--- config.mk ---
export PLATFORM = sky130hd
export DESIGN_NAME = n_demux_reg
export DESIGN_NICKNAME = d
export VERILOG_FILES = /design/src/rtl/n_demux_reg.sv
export SDC_FILE = /design/constraint.sdc
export NUM_CORES = 1
export LEC_CHECK = 0
export CAP_MARGIN = 20
export CORE_MARGIN = 1
export CORE_UTILIZATION = 29
export CTS_CLUSTER_DIAMETER = 200
export DETAILED_ROUTE_END_ITERATION = 12
export SETUP_SLACK_MARGIN = 0.5
export SLEW_MARGIN = 20
export SYNTH_ARGS = -nofsm -noshare
export SYNTH_HDL_FRONTEND = slang
export SYNTH_SLANG_ARGS = --single-unit
--- constraint.sdc ---
create_clock -name clk -period 20 [get_ports clk]
set_clock_uncertainty 0.1 [all_clocks]
set_input_delay 3 -clock clk [delete_from_list [all_inputs] [get_ports clk]]
set_output_delay 3 -clock clk [all_outputs]
set_load 0.1 [all_outputs]
--- src/rtl/n_demux_reg.sv ---
// n_demux_reg: 16-way register-file write demux with a one-hot write strobe.
// Latency: word captured at E0, written at E1, visible and strobed in the cycle after E1.
// Backpressure: in_ready drops for the WRITE cycle; one word accepted per 2 cycles.
// Optional build macro N_DEMUX_REG_PROTECT_EN adds the protect input and the wr_err output.
module n_demux_reg #(
  parameter int n = 32
) (
  input  logic            clk,
  input  logic            clr,
  input  logic            in_valid,
  output logic            in_ready,
  input  logic [n-1:0]    din,
  input  logic [3:0]      sel,
  output logic [16*n-1:0] q_flat,
  output logic [15:0]     wr_strobe,
  output logic            busy
`ifdef N_DEMUX_REG_PROTECT_EN
  ,
  input  logic [15:0]     protect,
  output logic [0:0]      wr_err
`endif
);

  typedef enum logic {
    IDLE  = 1'b0,
    WRITE = 1'b1
  } state_t;

  state_t       state_q, state_d;
  logic [n-1:0] din_s_q;
  logic [3:0]   sel_s_q;
  logic [n-1:0] regs_q [16];
  logic [15:0]  strobe_q;
  logic         capture;
  logic         commit;
  logic         write_ok;

`ifdef N_DEMUX_REG_PROTECT_EN
  logic         prot_s_q;
  logic         err_q;
`endif

  // Next state and handshake outputs; ready/busy depend only on state and clr.
  always_comb begin
    state_d  = state_q;
    in_ready = 1'b0;
    busy     = 1'b0;
    capture  = 1'b0;
    commit   = 1'b0;
    case (state_q)
      IDLE: begin
        in_ready = ~clr;
        capture  = in_valid;
        if (in_valid) state_d = WRITE;
      end
      WRITE: begin
        busy    = ~clr;
        commit  = 1'b1;
        state_d = IDLE;
      end
      default: state_d = IDLE;
    endcase
  end

`ifdef N_DEMUX_REG_PROTECT_EN
  assign write_ok = commit & ~prot_s_q;
`else
  assign write_ok = commit;
`endif

  // State register and staging of the accepted word; WRITE never resamples inputs.
  always_ff @(posedge clk or posedge clr) begin
    if (clr) begin
      state_q <= IDLE;
      din_s_q <= '0;
      sel_s_q <= '0;
`ifdef N_DEMUX_REG_PROTECT_EN
      prot_s_q <= 1'b0;
`endif
    end else begin
      state_q <= state_d;
      if (capture) begin
        din_s_q <= din;
        sel_s_q <= sel;
`ifdef N_DEMUX_REG_PROTECT_EN
        prot_s_q <= protect[sel];
`endif
      end
    end
  end

  // Destination registers: only the staged index changes, and only when the write is allowed.
  always_ff @(posedge clk or posedge clr) begin
    if (clr) begin
      for (int k = 0; k < 16; k++) regs_q[k] <= '0;
    end else if (write_ok) begin
      regs_q[sel_s_q] <= din_s_q;
    end
  end

  // Strobe is rebuilt every edge, so it can never stay high past one cycle.
  always_ff @(posedge clk or posedge clr) begin
    if (clr) begin
      strobe_q <= '0;
    end else begin
      strobe_q <= write_ok ? (16'h0001 << sel_s_q) : 16'h0000;
    end
  end

`ifdef N_DEMUX_REG_PROTECT_EN
  // Error pulse occupies the slot the strobe would have used for a blocked write.
  always_ff @(posedge clk or posedge clr) begin
    if (clr) begin
      err_q <= 1'b0;
    end else begin
      err_q <= commit & prot_s_q;
    end
  end

  assign wr_err = err_q;
`endif

  assign wr_strobe = strobe_q;

  for (genvar g = 0; g < 16; g++) begin : g_flat
    assign q_flat[g*n +: n] = regs_q[g];
  end

endmodule

Yosys cells after proc, flatten, opt, wreduce, memory -nomap -nowiden
Index checks and enable logic that the tools add are counted.
{ "classes": {"shift": 1, "bitwise": 3, "n_mux": 10, "reduce_logical": 1, "order_cmp": 2} }
{ "ops": {"columns": ["cell", "count"], "rows": [
  ["512-bit bitwise mux", 1],
  ["32-bit demux with 4-bit select", 1],
  ["32-bit 2-to-1 mux", 1],
  ["16-bit 2-to-1 mux", 1],
  ["1-bit by 4-bit << shifter with 16-bit output (first input constant)", 1],
  ["5-bit greater-or-equal comparator (second input constant)", 1],
  ["5-bit by 1-bit < comparator with 1-bit output (second input constant)", 1],
  ["1-bit 2-to-1 mux", 5],
  ["4-bit NOT with 5-bit output", 1],
  ["1-bit NOT", 2],
  ["1-bit case mux with 2 select lines", 1],
  ["1-bit logical AND", 1]
]} }
{ "totals": {"reg_bits": 565, "elab_cells": 37, "inputBits": 39} }

Logic depth before layout (Yosys ltp)
{ "logic_depth": {"depth_word": 6, "depth_mapped": 5, "depth_no_buf": 3} }

Worst setup path before layout
OpenSTA, ideal clock, no wires.
{ "synth_timing": {"path_kind": "input -> output", "start": "input clr", "end": "output busy", "path_stages": 1, "arrival_ns": 4.335, "slack_ns": 12.565, "n_path_buf": 0, "path_cell_list": "nor2b_1"} }
{ "synth_between": {"elab_chain_len": 2} }
{ "synth_lines": {"columns": ["element", "line_no", "rtl"], "rows": [
  ["from (decl)", "9", "input logic clr,"],
  ["1-bit NOT", "57", "busy = ~clr;"],
  ["1-bit 2-to-1 mux", "50", "case (state_q)"],
  ["to (decl)", "16", "output logic busy"]
]} }
Every way passes these cells.

Worst setup path in the final report
Same ends and word-level chain as after synthesis.

==> results.json <==
{
  "synth_top_family_by_area": "multiplexers",
  "maxCapViolCount": 0,
  "ctsHoldBuffers": 0,
  "start_util_pct": 29.3,
  "wire_per_inst_um": 23.1,
  "hold_class": "flop to flop",
  "max_freq_ghz": 0.126,
  "grt_max_degree": 138,
  "synth_cell_types": 16,
  "syn_area_per_cell_um2": 17.0,
  "clock_path_buffers": 3,
  "min_to": "q_flat[58]",
  "place_congestion": 0.773,
  "port-buffer-count": 568,
  "synth_top_cell_area_share_pct": 67.3,
  "cts_num_sinks": 565,
  "die_h_um": 271,
  "cts_root_buf": "clkbuf_16",
  "dr_wl_met3_um": 4450,
  "syn_inst": 1237,
  "overflow": 0,
  "clk-insertion-delay-late_ps": 610,
  "n_fill_cell": 6587,
  "maxSlewHeadroom_pct": 26.9,
  "cts_buffers": 59,
  "yosysSeqAreaShare_pct": 67.3,
  "antenna_found_initial": 6,
  "worstPathArrival_ps": 4850,
  "status": "finished clean",
  "postCtsSetupRepairBufs": 0,
  "report.final.hold_viol_count": 0,
  "synth_fa_ha_area_share_pct": 0,
  "num_rows": 98,
  "nets": 1838,
  "slew_violations": 0,
  "hp-start": "q_flat[58]",
  "wl_met2_um": 32400,
  "design.die.area_um2": 73500,
  "io_pins": 569,
  "fin_crit_sh_pct": 39.7,
  "chipWidth_um": 271,
  "maxUsedRoutingLayer": "met5",
  "fin_hold_ws_ps": 402,
  "dr.first_iter.drc_count": 529,
  "drc": 0,
  "rsz0062_at_grt": "no",
  "tightest_slew_ps": 1090,
  "tritoncts": "yes",
  "synth_top_area_cell": "dfrtp_1",
  "synth.area.mux_share_pct": 29.9,
  "cp-start-kind": "input pin",
  "holdPathStages": 1,
  "viasPerCell": 4.57,
  "r2r.worst_path.cells": 4,
  "first_global_vias": 13900,
  "yosys-top-cells-area": "dfrtp_1 67%, mux2_2 28%, mux2_4 2.1%",
  "ys_warn_count": 0,
  "drive_above_1_share_pct": 37.0,
  "wirelength_um": 64700,
  "post-dp-hpwl_um": 43900,
  "final_common_cell": "clkdlybuf4s50_1",
  "setup_viol": 0,
  "clk_pin_slew_worst_paths_ps": 60,
  "syn-num-nets": 1276,
  "first_pass_iters": 4,
  "synth_xor_area_share_pct": 0,
  "cpPeakStageDelay_ps": 1140,
  "fin_util_pct": 41.4,
  "synthToLayoutAreaGrowth_pct": 41.2,
  "register_area_um2": 14100,
  "required_ps": 16900,
  "m1WireLength_um": 25800,
  "antenna_left": 0,
  "netlist_area_um2": 21000,
  "grtUsageTotal_pct": 17.5,
  "path_cells": "clkdlybuf4s50_1 -> nor2b_1 -> clkdlybuf4s50_1",
  "synth_compound_area_share_pct": 0,
  "end_kind": "output pin",
  "critical_path_peak_fanout": 3,
  "final.setup.tns_ps": 0,
  "coreArea_um2": 71600,
  "rr_endpoint": "q_flat[26]",
  "most-common-layout-cells": "568 x clkdlybuf4s50_1, 565 x dfrtp_1, 519 x mux2_2, 59 x clkbuf_16, 29 x mux2_4",
  "cp_slowest_cell": "clkdlybuf4s50_1",
  "grt_pass1_wl_um": 95600,
  "synth_simple_gate_area_share_pct": 0.685,
  "ys_seq_elements": 565,
  "vias": 12800,
  "period_minus_slack_ps": 7950,
  "r2r-start": "state_q",
  "critPathKind": "input pin to output pin",
  "multi_input_area_um2": 6520,
  "h-tree-depth": 2,
  "crit_top_cell": "clkdlybuf4s50_1",
  "ff2ff_setup_slack_ps": 17230,
  "ctsResizeCount": 0
}
==> worst max path at each step <==
stage / startpoint / endpoint / slack (ps)
2_1_floorplan: clr / din_s_q[0] / 1100
3_3_place_gp: clr / busy / 12030
3_5_place_dp: clr / busy / 12070
4_1_cts: clr / busy / 12050
5_1_grt: clr / busy / 11990
6_report: clr / busy / 12050
==> flip-flops by register name, summed over array words and instances (netlist names) <==
| name | flops |
|---|---|
| sel_s_q | 4 |
| q_flat | 512 |
| state_q | 1 |
| din_s_q | 32 |
| wr_strobe | 16 |
==> routing by layer <==
| metal | global-route usage, % | vias to the layer above |
|---|---|---|
| li1 | - | 5445 |
| met1 | 20.8 | 6810 |
| met2 | 30.2 | 405 |
| met3 | 5.26 | 117 |
| met4 | 5.43 | 6 |
| met5 | 0 | - |
==> through the flow <==
step / instances / area [um^2] / setup WS, ps
after global placement: 2688 / 27700 / 12030
after CTS: 2795 / 29700 / 12050
after floorplan: 1237 / 21000 / 1100
after global routing: 2796 / 29700 / 11990
after detailed placement: 2688 / 27700 / 12070
final: 2797 / 29700 / 12050
==> cell usage after synthesis <==
cell type and instances:
buf_2 43, nand2_1 1, mux2_4 29, nor3b_1 1, nand2b_1 4, or3b_1 1
buf_6 4, inv_1 7, nor2b_1 2, mux2_2 519, nor2_1 11, clkbuf_1 43
nand3b_1 2, dfrtp_1 565, nand3_1 1, or3_1 4
==> area by class of cell <==
cell class	instances	share of cell area [%]
inverters	7	0.114
clock buffers	89	5.90
diodes	2	0.0169
flip-flops and latches	565	47.7
clock inverters	18	0.561
well taps	950	4.01
multi-input cells	575	22.0
repair buffers	591	19.8
==> critical path, delay by kind of cell <==
family        cells  cell delay, ps
buf+inv           2            1660
simple gates      1             170
==> cell families after synthesis <==
| family | count (synthesis) |
|---|---|
| buf+inv | 97 |
| flops | 565 |
| mux | 548 |
| simple gates | 27 |
Power is not shown: default switching activity piles up to over one toggle a cycle in this logic, so the estimate is an artifact.
==> variant, RTL diff (config.mk and constraints unchanged) <==
Set the parameter `n` to 64 (it was 32).
--- a/src/rtl/n_demux_reg.sv
+++ b/src/rtl/n_demux_reg.sv
@@ -4,5 +4,5 @@
 // Optional build macro N_DEMUX_REG_PROTECT_EN adds the protect input and the wr_err output.
 module n_demux_reg #(
-  parameter int n = 32
+  parameter int n = 64
 ) (
   input  logic            clk,
Interface: changed (resized din and q_flat); port bits go from 569 to 1113. No check against the original RTL was run, so the function may have changed too.
==> variant against the unedited design <==
Synthesized area up 96%; synthesized cell count is 96% higher; sequential cell count is 544 higher; worst setup slack better by 0.060 ns; cell area up 97%; final cell count increased by 97%; routed wire length rose by 120%.
Power is not shown: default switching activity piles up to over one toggle a cycle in this logic, so the estimate is an artifact.
==> variant: results (changes against the unedited design) <==
vias 25100 (was 12800); Clock Latency Late Sink 0.72 ns (was 0.61 ns); Yosys cell types 18 (was 16); WP data arrival 4.79 ns (was 4.85 ns); max reg flops 1024 (was 512); clock slew at reported path FFs 0.06 ns (about the same); fraction of registers with async set/reset 100% (unchanged); top_reg_cell synth dfrtp_1 (unchanged); initial antenna violation count 11 (was 6); busiest grt layer met2 (unchanged); Port-buffer cells 1112 (was 568); largest net degree at the start of global routing 176 (was 138); Synth top cells by count 1109 x dfrtp_1, 1029 x mux2_2, 86 x clkbuf_1, 79 x buf_2, 49 x mux2_4 (was 565 x dfrtp_1, 519 x mux2_2, 43 x buf_2, 43 x clkbuf_1, 29 x mux2_4); met2 GRT Util 33.1% (was 30.2%); layout cell share with drive strength beyond 1 36.6% (was 37.0%); vias in the first global route 26100 (was 13900); met1 Usage GRT 22.3% (was 20.8%); yosys warns 0 (unchanged); post-CTS resize count 0 (unchanged); min-delay worst type reg -> reg (unchanged); Wirelength per Cell 25.9 um (was 23.1 um); H-tree depth 3 (was 2); fill count 13100 (was 6587); Worst Tran Pin Value 1.18 ns (was 1.09 ns); FF/Latch Area 27800 sq um (was 14100 sq um); post-DP HPWL 96.2 mm (was 43.9 mm); syn_nets 2490 (was 1276); GPL Wtd Cong 0.776 (was 0.773); synth top area cells dfrtp_1 67%, mux2_2 28%, mux2_4 1.8% (was dfrtp_1 67%, mux2_2 28%, mux2_4 2.1%); register area share after synthesis 67.3% (about the same); status completed (unchanged); placed cell areas 54400 sq um (was 27700 sq um); post-CTS setup buffers 0 (unchanged); root buffer cell clkbuf_16 (unchanged); CP Max Fanout 3 (unchanged); CTS max path bufs 3 (unchanged); GR Util met3 5.71% (was 5.26%); DRT iter0 DRCs 1128 (was 529); All-Layer GR Usage 19.3% (was 17.5%); dpl ws 11.96 ns (was 12.07 ns); first-pass GRT wire length 198 mm (was 95.6 mm); Nets 3582 (was 1838); Initial DRT Pass Iterations 5 (was 4); Num CTS Buffers 117 (was 59)
[variant: changes by cell type after synthesis, sizes merged]
cell and change:
clkbuf +43, mux2 +544, dfrtp +544, buf +51
[variant: final timing paths]
path,slack [ns],from,to,cells after the start
setup / recovery,12.11,clr,busy,3
hold / removal,0.39,q_flat[135],q_flat[135],1
setup reg to reg,16.47,state_q,q_flat[228],4
hold reg to reg,0.39,q_flat[135],q_flat[135],1
max in group asynchronous,12.94,clr,q_flat[334],7
min in group asynchronous,2.79,clr,q_flat[940],2
[variant: final cells by class]
type,instances,share of cell area (%)
Clock buffer,175,5.86
Antenna cell,9,0.0386
Multi-Input combinational cell,1119,21.8
Timing Repair Buffer,1157,19.7
Inverter,7,0.0515
Clock inverter,36,0.888
Tap cell,1890,4.05
Sequential cell,1109,47.6
[variant: worst max-delay path: stages]
cell and delay, ns:
clkdlybuf4s50_1 0.50, nor2b_1 0.14, clkdlybuf4s50_1 1.14
[variant: cells by family after synthesis]
group	count (synthesis)	share of synthesized area [%]
mux	1092	30.3
simple gates	27	0.349
buf+inv	191	2.09
flops	1109	67.3
[variant: stage by stage]
stage,utilization [%],instances
after CTS,41.3,5492
after global routing,41.3,5497
final,41.3,5502
after detailed placement,38.5,5281
after floorplan,-,2419
after global placement,38.5,5281
[variant: routing by layer]
metal  vias to the layer above  routed length, um
li1                      10700                  -
met5                         -                 12
met1                     13300              53900
met3                       255              11300
met2                       868              71800
met4                         2               5570
